### config.mk
export PLATFORM = sky130hd
export DESIGN_NAME = fixedpointadder_arbiter
export DESIGN_NICKNAME = d
export VERILOG_FILES = /design/src/rtl/fixedpointadder_arbiter.sv
export SDC_FILE = /design/constraint.sdc
export NUM_CORES = 1
export LEC_CHECK = 0
export ABC_AREA = 1
export CAP_MARGIN = 20
export CORE_MARGIN = 2
export CORE_UTILIZATION = 45
export DETAILED_ROUTE_END_ITERATION = 8
export GPL_ROUTABILITY_DRIVEN = 0
export GPL_TIMING_DRIVEN = 0
export PLACE_DENSITY = 0.92
export SLEW_MARGIN = 0
export SYNTH_ARGS = -nofsm -noshare
export SYNTH_HDL_FRONTEND = slang
export SYNTH_SLANG_ARGS = --single-unit
export TNS_END_PERCENT = 5
### constraint.sdc
create_clock -name clk -period 5.35 [get_ports clk]
set_input_delay 0.8025 -clock clk [delete_from_list [all_inputs] [get_ports clk]]
set_output_delay 0.8025 -clock clk [all_outputs]
set_load 0.05 [all_outputs]
### src/rtl/fixedpointadder_arbiter.sv
// Round-robin arbiter sharing one registered fixed-point adder between NREQ requesters.
// Results return tagged with the requester id through a 2-entry output FIFO.

module fixedpointadder #(
    parameter int BA   = 32,
    parameter int BB   = 32,
    parameter int BOUT = 32
) (
    input  logic            i_clk,
    input  logic            i_clr,
    input  logic [BA-1:0]   i_a,
    input  logic [BB-1:0]   i_b,
    output logic [BOUT-1:0] o_sum
);
    logic signed [BOUT-1:0] w_aExt;
    logic signed [BOUT-1:0] w_bExt;

    assign w_aExt = BOUT'($signed(i_a));
    assign w_bExt = BOUT'($signed(i_b));

    always_ff @(posedge i_clk) begin
        if (i_clr) begin
            o_sum <= '0;
        end else begin
            o_sum <= w_aExt + w_bExt;
        end
    end
endmodule

module fixedpointadder_arbiter #(
    parameter int NREQ = 4,
    parameter int BA   = 32,
    parameter int BB   = 32,
    parameter int BOUT = 32,
    parameter int IDW  = $clog2(NREQ)
) (
    input  logic               clk,
    input  logic               clr,
    input  logic [NREQ-1:0]    req_valid,
    output logic [NREQ-1:0]    req_ready,
    input  logic [NREQ*BA-1:0] req_a,
    input  logic [NREQ*BB-1:0] req_b,
    output logic               out_valid,
    input  logic               out_ready,
    output logic [BOUT-1:0]    out_sum,
    output logic [IDW-1:0]     out_id,
    output logic               busy
);
    logic [IDW-1:0]  r_ptr;
    logic            r_s1Valid;
    logic [IDW-1:0]  r_s1Id;
    logic [1:0]      r_count;
    logic            r_rdPtr;
    logic            r_wrPtr;
    logic [BOUT-1:0] r_memSum [0:1];
    logic [IDW-1:0]  r_memId  [0:1];

    logic            w_found;
    logic [IDW-1:0]  w_winner;
    logic [IDW:0]    w_cand;
    logic            w_pop;
    logic [2:0]      w_occ;
    logic            w_grantEn;
    logic            w_transfer;
    logic [BA-1:0]   w_addA;
    logic [BB-1:0]   w_addB;
    logic [BOUT-1:0] w_sum;

    // Search starts one past the last winner so every requester gets a turn.
    always_comb begin
        w_found  = 1'b0;
        w_winner = '0;
        w_cand   = '0;
        for (int k = 1; k <= NREQ; k++) begin
            w_cand = {1'b0, r_ptr} + (IDW+1)'(k);
            if (w_cand >= (IDW+1)'(NREQ)) begin
                w_cand = w_cand - (IDW+1)'(NREQ);
            end
            if (!w_found && req_valid[w_cand[IDW-1:0]]) begin
                w_found  = 1'b1;
                w_winner = w_cand[IDW-1:0];
            end
        end
    end

    assign w_pop      = out_valid & out_ready;
    // Results already committed (FIFO plus stage 1) must leave room for this grant.
    assign w_occ      = {1'b0, r_count} - {2'b00, w_pop} + {2'b00, r_s1Valid};
    assign w_grantEn  = (w_occ < 3'd2);
    assign w_transfer = w_grantEn & w_found;

    always_comb begin
        req_ready = '0;
        if (w_transfer) begin
            req_ready[w_winner] = 1'b1;
        end
    end

    assign w_addA = w_transfer ? req_a[int'(w_winner)*BA +: BA] : '0;
    assign w_addB = w_transfer ? req_b[int'(w_winner)*BB +: BB] : '0;

    fixedpointadder #(
        .BA   (BA),
        .BB   (BB),
        .BOUT (BOUT)
    ) u_adder (
        .i_clk (clk),
        .i_clr (clr),
        .i_a   (w_addA),
        .i_b   (w_addB),
        .o_sum (w_sum)
    );

    always_ff @(posedge clk) begin
        if (clr) begin
            r_ptr     <= IDW'(NREQ - 1);
            r_s1Valid <= 1'b0;
            r_s1Id    <= '0;
        end else begin
            r_s1Valid <= w_transfer;
            r_s1Id    <= w_winner;
            if (w_transfer) begin
                r_ptr <= w_winner;
            end
        end
    end

    // Stage-1 results push unconditionally; the grant gate guarantees space.
    always_ff @(posedge clk) begin
        if (clr) begin
            r_count     <= '0;
            r_rdPtr     <= 1'b0;
            r_wrPtr     <= 1'b0;
            r_memSum[0] <= '0;
            r_memSum[1] <= '0;
            r_memId[0]  <= '0;
            r_memId[1]  <= '0;
        end else begin
            if (r_s1Valid) begin
                r_memSum[r_wrPtr] <= w_sum;
                r_memId[r_wrPtr]  <= r_s1Id;
                r_wrPtr           <= ~r_wrPtr;
            end
            if (w_pop) begin
                r_rdPtr <= ~r_rdPtr;
            end
            case ({r_s1Valid, w_pop})
                2'b10:   r_count <= r_count + 2'd1;
                2'b01:   r_count <= r_count - 2'd1;
                default: r_count <= r_count;
            endcase
        end
    end

    assign out_valid = (r_count != 2'd0);
    assign out_sum   = r_memSum[r_rdPtr];
    assign out_id    = r_memId[r_rdPtr];
    assign busy      = r_s1Valid | (r_count != 2'd0);
endmodule

Word level (Yosys, flattened, before mapping)

Memory sizes are Yosys's and may differ from the RTL's. A register that Yosys moved wholly into a read port is not among the register bits.
Index checks and enable logic that the tools add are counted.
Widths: inputs -> output; s select.

Bits of input ports: 263
Bits in registers: 41
Bits in writable memories: 68
Memories: 2

Memories:

| memory   | words | width | rd ports | clocked after Yosys merged registers in | write ports | line | RTL |
|---|---|---|---|---|---|---|---|
| r_memSum | 2     | 32    | 1        | 1                                       | 2           | 55   | `logic [BOUT-1:0] r_memSum [0:1];` |
| r_memId  | 2     | 2     | 1        | 1                                       | 2           | 56   | `logic [IDW-1:0] r_memId [0:1];` |

Shifts and indexed selects: 2
Equal/unequal tests: 2
Reduce and logical (&&, ||, !) cells: 11
Multiplexer cells: 41
Add/sub/neg operators: 13
Magnitude comparators: 11
Bitwise logic cells: 5

Operators by type and width:

| kind                | number |
|---|---|
| $shiftx 128x8->32   | 2 |
| $mux 32             | 3 |
| $add 32x32->32      | 1 |
| $reduce_or 32->1    | 1 |
| $mux 1              | 22 |
| $mux 2              | 9 |
| $lt 2x3->1 const B  | 5 |
| $ge 3x3->1 const B  | 4 |
| $sub 2x1->2 const B | 5 |
| $bmux 1 s2          | 4 |
| $add 2x2->3 const B | 2 |
| $logic_and 1x1->1   | 4 |
| $mux 4              | 1 |
| $pmux 2 s2          | 1 |
| $reduce_bool 2->1   | 2 |
| $add 2x1->3 const B | 1 |
| $add 2x3->3 const B | 1 |
| $add 3x1->3         | 1 |
| $logic_not 1->1     | 3 |
| $lt 3x2->1 const B  | 1 |
| $sub 2x1->3         | 1 |
| $add 2x1->2 const B | 1 |
| $and 1x1->1         | 2 |
| $demux 1 s2         | 1 |
| other kinds (6)     | 7 |

Logic depth before layout (Yosys ltp)

Word-level depth: 20
Gate-level depth with buffers: 29

By module

From an unflattened synthesis, not the netlist that was laid out.

Cell total of the unflattened synthesis: 1493
Area total of the unflattened synthesis: 9461.6 sq um

By module, submodules not included:

| module                  | cells an instance | area an instance (sq um) | seq. area each (sq um) | times used |
|---|---|---|---|---|
| fixedpointadder_arbiter | 920               | 6198.4                   | 2242.2                 | 1 |
| fixedpointadder         | 573               | 3263.1                   | 640.6                  | 1 |

Worst setup path after synthesis

No wires, ideal clock.

Kind: reg-to-reg
Start: reg r_count[1]
End: reg u_adder.o_sum[20]
Path slack: 1020 ps
Setup time: 113 ps
Arrival: 4217 ps
Period minus slack after synthesis: 4330 ps
Cell stages (with the launch flop): 28
Required time: 5237 ps
Cell sequence: dfxtp_1 inv_1 nand2_1 nand2_1 inv_1 nand2_1 o21ai_0 inv_1 fa_1 o21ai_0 a21oi_1 nand2_1 buf_2 buf_2 a41oi_1 ha_1 fa_1 nand2_1 o21ai_0 a21oi_1 o21bai_1 nand2_1 nand2_1 a21oi_1 o21ai_0 nand2_1 nand2_1 nor2_1

Word-level cells in the longest chain between the ends: 8

RTL lines:

| what                       | line    | RTL |
|---|---|---|
| start, declared            | 52      | `logic [1:0] r_count;` |
| start signal, assigned     | 148     | `2'b10: r_count <= r_count + 2'd1;` |
| start signal, assigned     | 149     | `2'b01: r_count <= r_count - 2'd1;` |
| start signal, assigned     | 150     | `default: r_count <= r_count;` |
| $reduce_bool 2->1 *        | 155     | `assign out_valid = (r_count != 2'd0);` |
| named net out_valid        | 43      | `output logic out_valid,` |
| $and 1x1->1 *              | 86      | `assign w_pop = out_valid & out_ready;` |
| $sub 2x1->3 *              | 88      | `assign w_occ = {1'b0, r_count} - {2'b00, w_pop} + {2'b00, r_s1Valid};` |
| $add 3x1->3 *              | 88      |  |
| $lt 3x2->1 *               | 89      | `assign w_grantEn = (w_occ < 3'd2);` |
| $and 1x1->1 *              | 90      | `assign w_transfer = w_grantEn & w_found;` |
| $mux 32 (on tied branches) | 99, 100 |  |
| $add 32x32->32 *           | 25      | `o_sum <= w_aExt + w_bExt;` |
| end signal, assigned       | 25      |  |
| end, declared              | 13      | `output logic [BOUT-1:0] o_sum` |

Mark *: on every way through the listed nets, which the timed path passes. The rest lies on a longest branch.
A chain may end at the register's enable or synchronous reset.

Worst setup path after layout

Start: in out_ready
End: reg u_adder.o_sum[30]

Word-level cells in the longest chain between the ends: 7

RTL lines:

| what                       | line    | RTL |
|---|---|---|
| start, declared            | 44      | `input logic out_ready,` |
| $and 1x1->1 *              | 86      |  |
| $sub 2x1->3 *              | 88      |  |
| $add 3x1->3 *              | 88      |  |
| $lt 3x2->1 *               | 89      |  |
| $and 1x1->1 *              | 90      |  |
| $mux 32 (on tied branches) | 99, 100 |  |
| $add 32x32->32 *           | 25      |  |

Every way passes the cells marked *; elsewhere a longest branch is shown, timed or not.

==> metrics.txt <==
clock sink count 110; biggest cell delay along the critical path approximately 520 ps; average via count per standard cell 5.97; Multi-input gate area approximately 4800 um2; #FFs+latches synth between 100 and 150; result of the run completed; horizontal die dimension approximately 140 um; vias in the first global route around 9.5k; Mapped Area 8480 um2; most repeated library cell on the critical path sky130_fd_sc_hd__nand2_1; Startpoint Class input port; global-route wire length before repair 48600 um; Synth area leaders sky130_fd_sc_hd__edfxtp_1 (24%), sky130_fd_sc_hd__nand3_1 (16%), sky130_fd_sc_hd__dfxtp_1 (9.9%); count of antenna diodes in the layout 0; worst slack on hold paths around 470 ps; number of enable-type register cells in the synthesized netlist 68; arrival time at the worst endpoint 5400 ps; Hold Crit Class reg2reg; Final ANT Viol Nets 0; endpoints failing setup 0; die area around 20000 um2; Synth Net Count 1401; required time at the worst-slack endpoint 5620 ps; final hold violation count 0; proportion of netlist area held by the largest area contributor around a quarter; Critical Path Fanout Max 10; Worst Path Class, Setup in2reg; highest-delay cell along the critical path sky130_fd_sc_hd__clkdlybuf4s50_1; number of standard-cell rows in the floorplan 50; total number of nets in the final design about 1.7k; cell with the most instances after synthesis sky130_fd_sc_hd__nand3_1; Area Overhead vs Synth 43.2%; Avg WL per Cell 19.3 um; max-slew violation total from the final report 0; total grt overflow 0; shortest period the worst path allows 5130 ps; placed wire-length estimate after detailed placement approximately 25000 um; drt drc 0; number of warnings reported in the yosys synthesis log 0; Filler Cells Inserted 1537; mean instance size in the synthesized netlist around 7.7 um2; setup repair bufs after CTS 0; Max Clk Rate 195 MHz; fraction of registers with async set or reset after synthesis 0%; PortBufs 302; cell count after synthesis ~1.1k; maximum number of buffers from clock root to sink 2; top post-synthesis cells by count sky130_fd_sc_hd__nand3_1 (273), sky130_fd_sc_hd__nand2_1 (122), sky130_fd_sc_hd__nor2_1 (121); post-synthesis cell type with the largest combined area sky130_fd_sc_hd__edfxtp_1; Die H about 140 um; clock tree from TritonCTS yes; clk_lat worst skew 340 ps; total routing resource utilization after global routing a little under a third; library cell used as clock root buffer sky130_fd_sc_hd__clkbuf_16; maximum capacitance violations 0; most used flip-flop cell after synthesis sky130_fd_sc_hd__edfxtp_1; H-Tree Depth 3; CP endpoint kind flop; clock-pin slew on the worst setup and hold paths roughly 70 ps; fin crit share 95.8%; largest net degree at the start of global routing 21; wire length reported by the detailed router 32100 um; worst-margin pin slew ~930 ps; number of buffers inserted during clock tree synthesis 9; antenna violations before repair 0; number of primary I/O pins around 300; worst clock skew ~7.7 ps; Iter 0 DRT Violations approximately 1.0k; Placeable Area 18600 um2; detailed-route via count about 9.9k; Starting Density 45.6%; area occupied by registers about 2900 um2; worst rel slew slack 38.2%; register area share after synthesis about a third; 1st-pass router iterations 8; fraction of layout instances using a drive strength above 1 11.2%; RSZ-0062 raised after global routing false; number of distinct standard cells referenced by the synthesized netlist 44
[repair_timing]
item	4_1_cts	5_1_grt
hold buffers	0	0
resized for setup	4	7
setup endpoints to repair	5	11
[path summary, 6_finish.rpt]
| path | from | cells past startpoint | slack [ps] | end |
|---|---|---|---|---|
| max | out_ready | 26 | 220 | u_adder.o_sum[30] |
| min | r_rdPtr | 1 | 470 | r_rdPtr |
| max reg2reg | r_count[1] | 27 | 610 | u_adder.o_sum[30] |
| min reg2reg | r_rdPtr | 1 | 470 | r_rdPtr |
[cells by family (layout without fill, tap and decap cells)]
family | Yosys count | count (layout) | synth area share [%]
AO/OA/AOI/OAI | 203 | 203 | 17.8
adder cells (fa/ha/maj) | 33 | 33 | 5.05
buffers and inverters | 182 | 502 | 9.58
flip-flops | 110 | 110 | 34.0
multiplexers | 34 | 34 | 4.52
AND/OR/NAND/NOR | 543 | 543 | 29.0
[cell usage in the layout, fill, tap and decap left out, types with 19 or more instances in the layout]
master                            count
sky130_fd_sc_hd__edfxtp_1            68
sky130_fd_sc_hd__a41oi_2             26
sky130_fd_sc_hd__buf_4               19
sky130_fd_sc_hd__nand3_1            273
sky130_fd_sc_hd__ha_1                30
sky130_fd_sc_hd__a41oi_1             36
sky130_fd_sc_hd__buf_2               40
sky130_fd_sc_hd__nand2_1            121
sky130_fd_sc_hd__inv_1               99
sky130_fd_sc_hd__clkdlybuf4s50_1    302
sky130_fd_sc_hd__mux2_2              34
sky130_fd_sc_hd__a21oi_1             64
sky130_fd_sc_hd__nor2_1             121
sky130_fd_sc_hd__dfxtp_1             42
sky130_fd_sc_hd__o21ai_0             43
[worst max-delay path: cells and delay by family]
family	cells	cell delay, ps
compound gates	7	1170
fa+ha+maj	3	970
buf+inv	5	1160
simple gates	11	1300
[per-layer routing]
layer  GRT usage [%]  share of wire (%)  up-vias
met5               0                  0        -
met4            17.0                6.4        0
met3            3.54                8.5      149
met2            52.2                 47      708
met1            38.5                 38     4494
li1                -                  -     4559
[sequential cells by signal, indices dropped and copies added (netlist names), named ones only]
| signal | flops |
|---|---|
| r_s1Valid | 1 |
| u_adder.o_sum | 32 |
| r_s1Id | 2 |
| r_wrPtr | 1 |
| r_rdPtr | 1 |
| r_count | 2 |
| r_memSum | 64 |
| r_memId | 4 |
| r_ptr | 2 |
[stage by stage]
stage | utilization, % | area, um2 | TNS [ps] | cells | setup slack (ps)
finish | 65.3 | 12100 | 0 | 1659 | 223
floorplan | - | 8480 | 0 | 1105 | 1020
global placement | 63.5 | 11800 | -2410 | 1641 | -444
CTS | 65.3 | 12100 | 0 | 1659 | 74.0
global route | 65.3 | 12100 | 0 | 1659 | 10.6
detailed placement | 63.7 | 11800 | -3350 | 1643 | -555
[final cells by class]
class / instances / share of cell area (%)
buffer: 78 / 3.47
clock buffer: 10 / 1.97
clock inverter: 6 / 0.309
inverter: 104 / 3.24
multi-input combinational: 813 / 39.6
sequential: 110 / 23.7
tap: 234 / 2.41
timing repair buffer: 304 / 25.2
Power is not shown: default switching activity piles up to over one toggle a cycle in this logic, so the estimate is an artifact.
